`config.mk`:
```
export PLATFORM = sky130hd
export DESIGN_NAME = param_memo
export DESIGN_NICKNAME = d
export VERILOG_FILES = /design/src/rtl/param_memo_pkg.sv /design/src/rtl/memo_clear_ctrl.sv /design/src/rtl/param_memo.sv
export SDC_FILE = /design/constraint.sdc
export NUM_CORES = 1
export LEC_CHECK = 0
export CORE_AREA = 2 2 378 380
export CTS_CLUSTER_DIAMETER = 100
export CTS_CLUSTER_SIZE = 8
export DETAILED_ROUTE_END_ITERATION = 8
export DIE_AREA = 0 0 380 382
export DONT_BUFFER_PORTS = 1
export MAX_ROUTING_LAYER = met4
export PLACE_DENSITY_LB_ADDON = 0.05
export SKIP_LAST_GASP = 1
export SLEW_MARGIN = 20
export SYNTH_ARGS = -nofsm -noshare
export SYNTH_HDL_FRONTEND = slang
export SYNTH_SLANG_ARGS = --single-unit
```
`constraint.sdc`:
```
create_clock -name clk -period 3.81 [get_ports clk]
set_input_delay 1.143 -clock clk [delete_from_list [all_inputs] [get_ports clk]]
set_output_delay 1.143 -clock clk [all_outputs]
set_load 0.02 [all_outputs]
```
`src/rtl/param_memo_pkg.sv`:
```
// Shared types and default sizing for the param_memo block.
package param_memo_pkg;

    localparam int unsigned DATA_W_DEF = 32;
    localparam int unsigned ADDR_W_DEF = 5;

    typedef enum logic [0:0] {
        IDLE  = 1'b0,
        CLEAR = 1'b1
    } state_t;

endpackage

```
`src/rtl/memo_clear_ctrl.sv`:
```
// Clear sequencer: walks clr_addr through every word while busy.
module memo_clear_ctrl
    import param_memo_pkg::*;
#(
    parameter int unsigned ADDR_W = ADDR_W_DEF
) (
    input  logic              clk,
    input  logic              rst,
    input  logic              clear_req,
    output logic              busy,
    output logic              clr_we_c,
    output logic [ADDR_W-1:0] clr_addr
);

    localparam logic [ADDR_W-1:0] LAST_ADDR = {ADDR_W{1'b1}};

    state_t            state;
    state_t            state_nx;
    logic [ADDR_W-1:0] clr_addr_nx;

    // busy is registered from the next state so it always equals (state == CLEAR)
    always_ff @(posedge clk or posedge rst) begin
        if (rst) begin
            state    <= CLEAR;
            clr_addr <= '0;
            busy     <= 1'b1;
        end else begin
            state    <= state_nx;
            clr_addr <= clr_addr_nx;
            busy     <= (state_nx == CLEAR);
        end
    end

    always_comb begin
        state_nx = state;
        case (state)
            IDLE:    if (clear_req) state_nx = CLEAR;
            CLEAR:   if (clr_addr == LAST_ADDR) state_nx = IDLE;
            default: state_nx = CLEAR;
        endcase
    end

    always_comb begin
        clr_we_c    = 1'b0;
        clr_addr_nx = clr_addr;
        case (state)
            IDLE:    clr_addr_nx = '0;
            CLEAR: begin
                clr_we_c    = 1'b1;
                clr_addr_nx = clr_addr + ADDR_W'(1);
            end
            default: clr_addr_nx = '0;
        endcase
    end

endmodule

```
`src/rtl/param_memo.sv`:
```
// Byte-writable memory with registered write-first read and a sequenced clear.
module param_memo
    import param_memo_pkg::*;
#(
    parameter int unsigned DATA_W = DATA_W_DEF,
    parameter int unsigned ADDR_W = ADDR_W_DEF
) (
    input  logic                clk,
    input  logic                rst,
    input  logic                wr_enable,
    input  logic [ADDR_W-1:0]   write_addr,
    input  logic [DATA_W-1:0]   write_data,
    input  logic [DATA_W/8-1:0] wr_be,
    input  logic                rd_enable,
    input  logic [ADDR_W-1:0]   read_addr,
    input  logic                clear_req,
    output logic [DATA_W-1:0]   read_out,
    output logic                rd_valid,
    output logic                busy
);

    localparam int unsigned NB    = DATA_W / 8;
    localparam int unsigned DEPTH = 1 << ADDR_W;

    logic [DATA_W-1:0] mem [DEPTH];
    logic              clr_we_c;
    logic [ADDR_W-1:0] clr_addr;
    logic [DATA_W-1:0] rd_word_c;
    logic              rd_take_c;

    memo_clear_ctrl #(.ADDR_W(ADDR_W)) u_clear_ctrl (
        .clk       (clk),
        .rst       (rst),
        .clear_req (clear_req),
        .busy      (busy),
        .clr_we_c  (clr_we_c),
        .clr_addr  (clr_addr)
    );

    // Array is deliberately not reset; the clear sequence zeroes it instead
    always_ff @(posedge clk) begin
        if (clr_we_c) begin
            mem[clr_addr] <= '0;
        end else if (wr_enable) begin
            for (int i = 0; i < int'(NB); i++) begin
                if (wr_be[i]) mem[write_addr][8*i +: 8] <= write_data[8*i +: 8];
            end
        end
    end

    // Write-first bypass for a same-address read
    always_comb begin
        rd_word_c = mem[read_addr];
        for (int i = 0; i < int'(NB); i++) begin
            if (wr_enable && wr_be[i] && (write_addr == read_addr))
                rd_word_c[8*i +: 8] = write_data[8*i +: 8];
        end
    end

    assign rd_take_c = rd_enable && !busy;

    always_ff @(posedge clk or posedge rst) begin
        if (rst) begin
            read_out <= '0;
            rd_valid <= 1'b0;
        end else begin
            rd_valid <= rd_take_c;
            if (rd_take_c) read_out <= rd_word_c;
        end
    end

endmodule

```
==> results.ini, run 1 <==
[run_status]
status=finished, violations left
violations=max-slew violations

[cells_and_area]
areaGrowthSynthToFinish_pct=19.4
fillers=13300
fin_nets=2599
drive_gt1_share_pct=22.0
final_core_util_pct=35.7

[worst_setup_path]
ff2ff_path_depth=10
required_ps=4460
crit_type=input pin to register
endpoint_kind=register
startpoint=read_addr[0]
worstPathMaxFanout=387
r2r-start=u_clear_ctrl.busy$_DFF_PP1_
reg2reg_slack_ps=660
start_kind=input pin
crit_arrival_ps=4160

[route]
vias_per_cell=4.98
ant_nets=0
drc_errors=0
dr.pass1.iters=5
drtIter0Drc=1636
vias=22600
wl_mm=129
detail_route.wl_per_cell_um=28.6

[synthesis]
ys_seq_elements=1063
yosysWarnings=0
syn_nets=2375
ys.flop_type=edfxtp_1
synth-seq-area-share_pct=75.3
avgSynthCellArea_sq_um=18.1
synth.area.top_cells=edfxtp_1 (73%), mux4_2 (6.8%), mux2i_1 (6.1%)
synth_cells=2322
syn_area_sq_um=42100
synth_edf_count=1024
async_reset_ff_share_pct=3.67
synth_top_cell_area_share_pct=73.0
yosysUniqueCellTypes=48
yosys.area.top_type=edfxtp_1

[placed_design]
pre_cts_slack_ps=-72.1
post-dp-hpwl_mm=80.4
routabilityCongestion=0.786
io_buffers=0

[timing]
worst_pin_slew_ps=1880
layout_setup_ws_ps=295
holdWs_ps=485
slew_viol_final=135
max_clock_freq_ghz=0.284
finalClockSkew_ps=28.0
hold_viol_final=0
fin_crit_sh_pct=92.3
final-setup-viol-count=0
relSlewSlack_pct=-25.3
rsz0062_at_grt=no
finalCriticalPeriod_ps=3520

[clock_tree]
cts_resized=0
cts_tree=yes
postCtsHoldBufs=0
clk_pin_slew_worst_paths_ps=50
h-tree-depth=4
cts_buffer_depth=3
numCtsBuffers=150
insertion_delay_ps=770
post-cts-setup-buffers=0
clock-root-buffer=clkbuf_16
clock_sinks=1063

[global_routing]
grt_usage_pct=18.2
grt_pass1_wl_mm=181
grt_max_degree=388
top_usage_layer=met2
use_met3_pct=4.59
grt_overflow=0
antenna_found_initial=15
grt_use_met2_pct=27.7
grt_pass1_vias=23400
met1_usage_pct=24.6

[die]
die_h_um=382
floorplan.core_area_sq_um=141000
start_util_pct=29.9
rows=138
die-area_sq_um=145000
die_w_um=380
io_pins=85

[hold_path]
hp-class=input pin to async pin

[power_and_ir_drop]
finalPower_mw=32.6
power.density_nw_per_um2=647
power_leakage_nw=17.3
peakVddDrop_mv=0.428

[job]
cap_violations=0

-- synthesized netlist by cell type, types with 6 or more instances --
| master | n |
|---|---|
| nor2_1 | 49 |
| buf_1 | 14 |
| edfxtp_1 | 1024 |
| nand3_1 | 66 |
| inv_1 | 36 |
| dfrtp_1 | 38 |
| nand2b_1 | 12 |
| and3_1 | 9 |
| mux2i_1 | 257 |
| o21ai_1 | 29 |
| buf_2 | 46 |
| clkbuf_1 | 97 |
| nor2b_1 | 10 |
| nand4_1 | 29 |
| a22oi_1 | 192 |
| nor3_1 | 90 |
| a31o_1 | 31 |
| nand2_1 | 64 |
| buf_6 | 6 |
| mux4_2 | 128 |
| a21oi_1 | 40 |
-- power by group --
group | switching [mW] | internal [mW]
Combinational | 3.44 | 1.74
Clock | 4.82 | 7.31
Sequential | 0.770 | 14.5
-- critical path, cell delays in order --
cell     delay [ps]
mux4_2         1110
a22oi_1         530
nand4_1         260
a21oi_1         200
o21ai_1          90
-- through the flow --
step,setup TNS [ps],area [sq um],instances
final,0,50300,4532
after global routing,0,50300,4529
after CTS,0,50200,4518
after detailed placement,-363,46000,4284
after global placement,-2900,46000,4283
after floorplan,0,42100,2322
-- cell type report --
cell class	count	area, sq um	share of cell area (%)
inverters	36	135	0.269
flip-flops and latches	1063	31700	63.1
multi-input cells	1060	9820	19.5
diodes	14	35.0	0.0696
repair buffers	235	2030	4.03
well taps	1890	2360	4.70
clock inverters	11	111	0.221
clock buffers	223	4090	8.13
-- sequential cells by signal, summed over array words and instances (netlist names) --
| name | flops |
|---|---|
| u_clear_ctrl.busy | 1 |
| mem | 1024 |
| read_out | 32 |
| rd_valid | 1 |
| u_clear_ctrl.clr_addr | 5 |
-- placed cells by master, fill, tap and decap left out, types with 14 or more instances in the layout --
| master | netlist | final |
|---|---|---|
| a21oi_1 | 40 | 35 |
| a22oi_1 | 192 | 192 |
| a31o_1 | 31 | 31 |
| buf_12 | 0 | 21 |
| buf_4 | 0 | 214 |
| clkbuf_1 | 97 | 70 |
| clkbuf_16 | 0 | 153 |
| dfrtp_1 | 38 | 38 |
| diode_2 | 0 | 14 |
| edfxtp_1 | 1024 | 1024 |
| inv_1 | 36 | 35 |
| mux2i_1 | 257 | 257 |
| mux4_2 | 128 | 128 |
| nand2_1 | 64 | 64 |
| nand3_1 | 66 | 66 |
| nand4_1 | 29 | 29 |
| nor2_1 | 49 | 45 |
| nor3_1 | 90 | 77 |
| o21ai_1 | 29 | 29 |
-- logic make-up after synthesis --
logic type / after synthesis / synth area share [%]
flops: 1063 / 75.3
mux: 385 / 12.9
simple gates: 357 / 4.29
compound gates: 314 / 5.35
buf+inv: 199 / 2.02
xor+xnor: 2 / 0.0416
fa+ha+maj: 2 / 0.0594
-- routing by layer --
layer	vias to the layer above	routed length [um]	part of all wire, %
met5	-	0	0
met4	0	2070	1.6
met3	141	8270	6.4
met2	577	60000	46
met1	12000	59200	46
li1	9901	-	-
-- worst paths after layout --
check / to
max: read_out[17]$_DFFE_PP0P_
min: u_clear_ctrl.clr_addr[1]$_DFF_PP0_
max reg2reg: mem[24][27]$_DFFE_PP_
min reg2reg: u_clear_ctrl.clr_addr[0]$_DFF_PP0_
max in group asynchronous: read_out[27]$_DFFE_PP0P_
min in group clk: u_clear_ctrl.busy$_DFF_PP1_
Power figures use the tool's default switching activity.
==> inputs of run 2 (changes only) <==
Settings changed: CTS_CLUSTER_DIAMETER 100 to 150.
==> results of run 2 <==
The final DEF is identical to that of run 1; final timing and power are the same.
==> inputs of run 3 (changes only) <==
Settings changed: CAP_MARGIN set to 20.
==> results of run 3 <==
The final DEF is identical to that of run 1; final timing and power are the same.
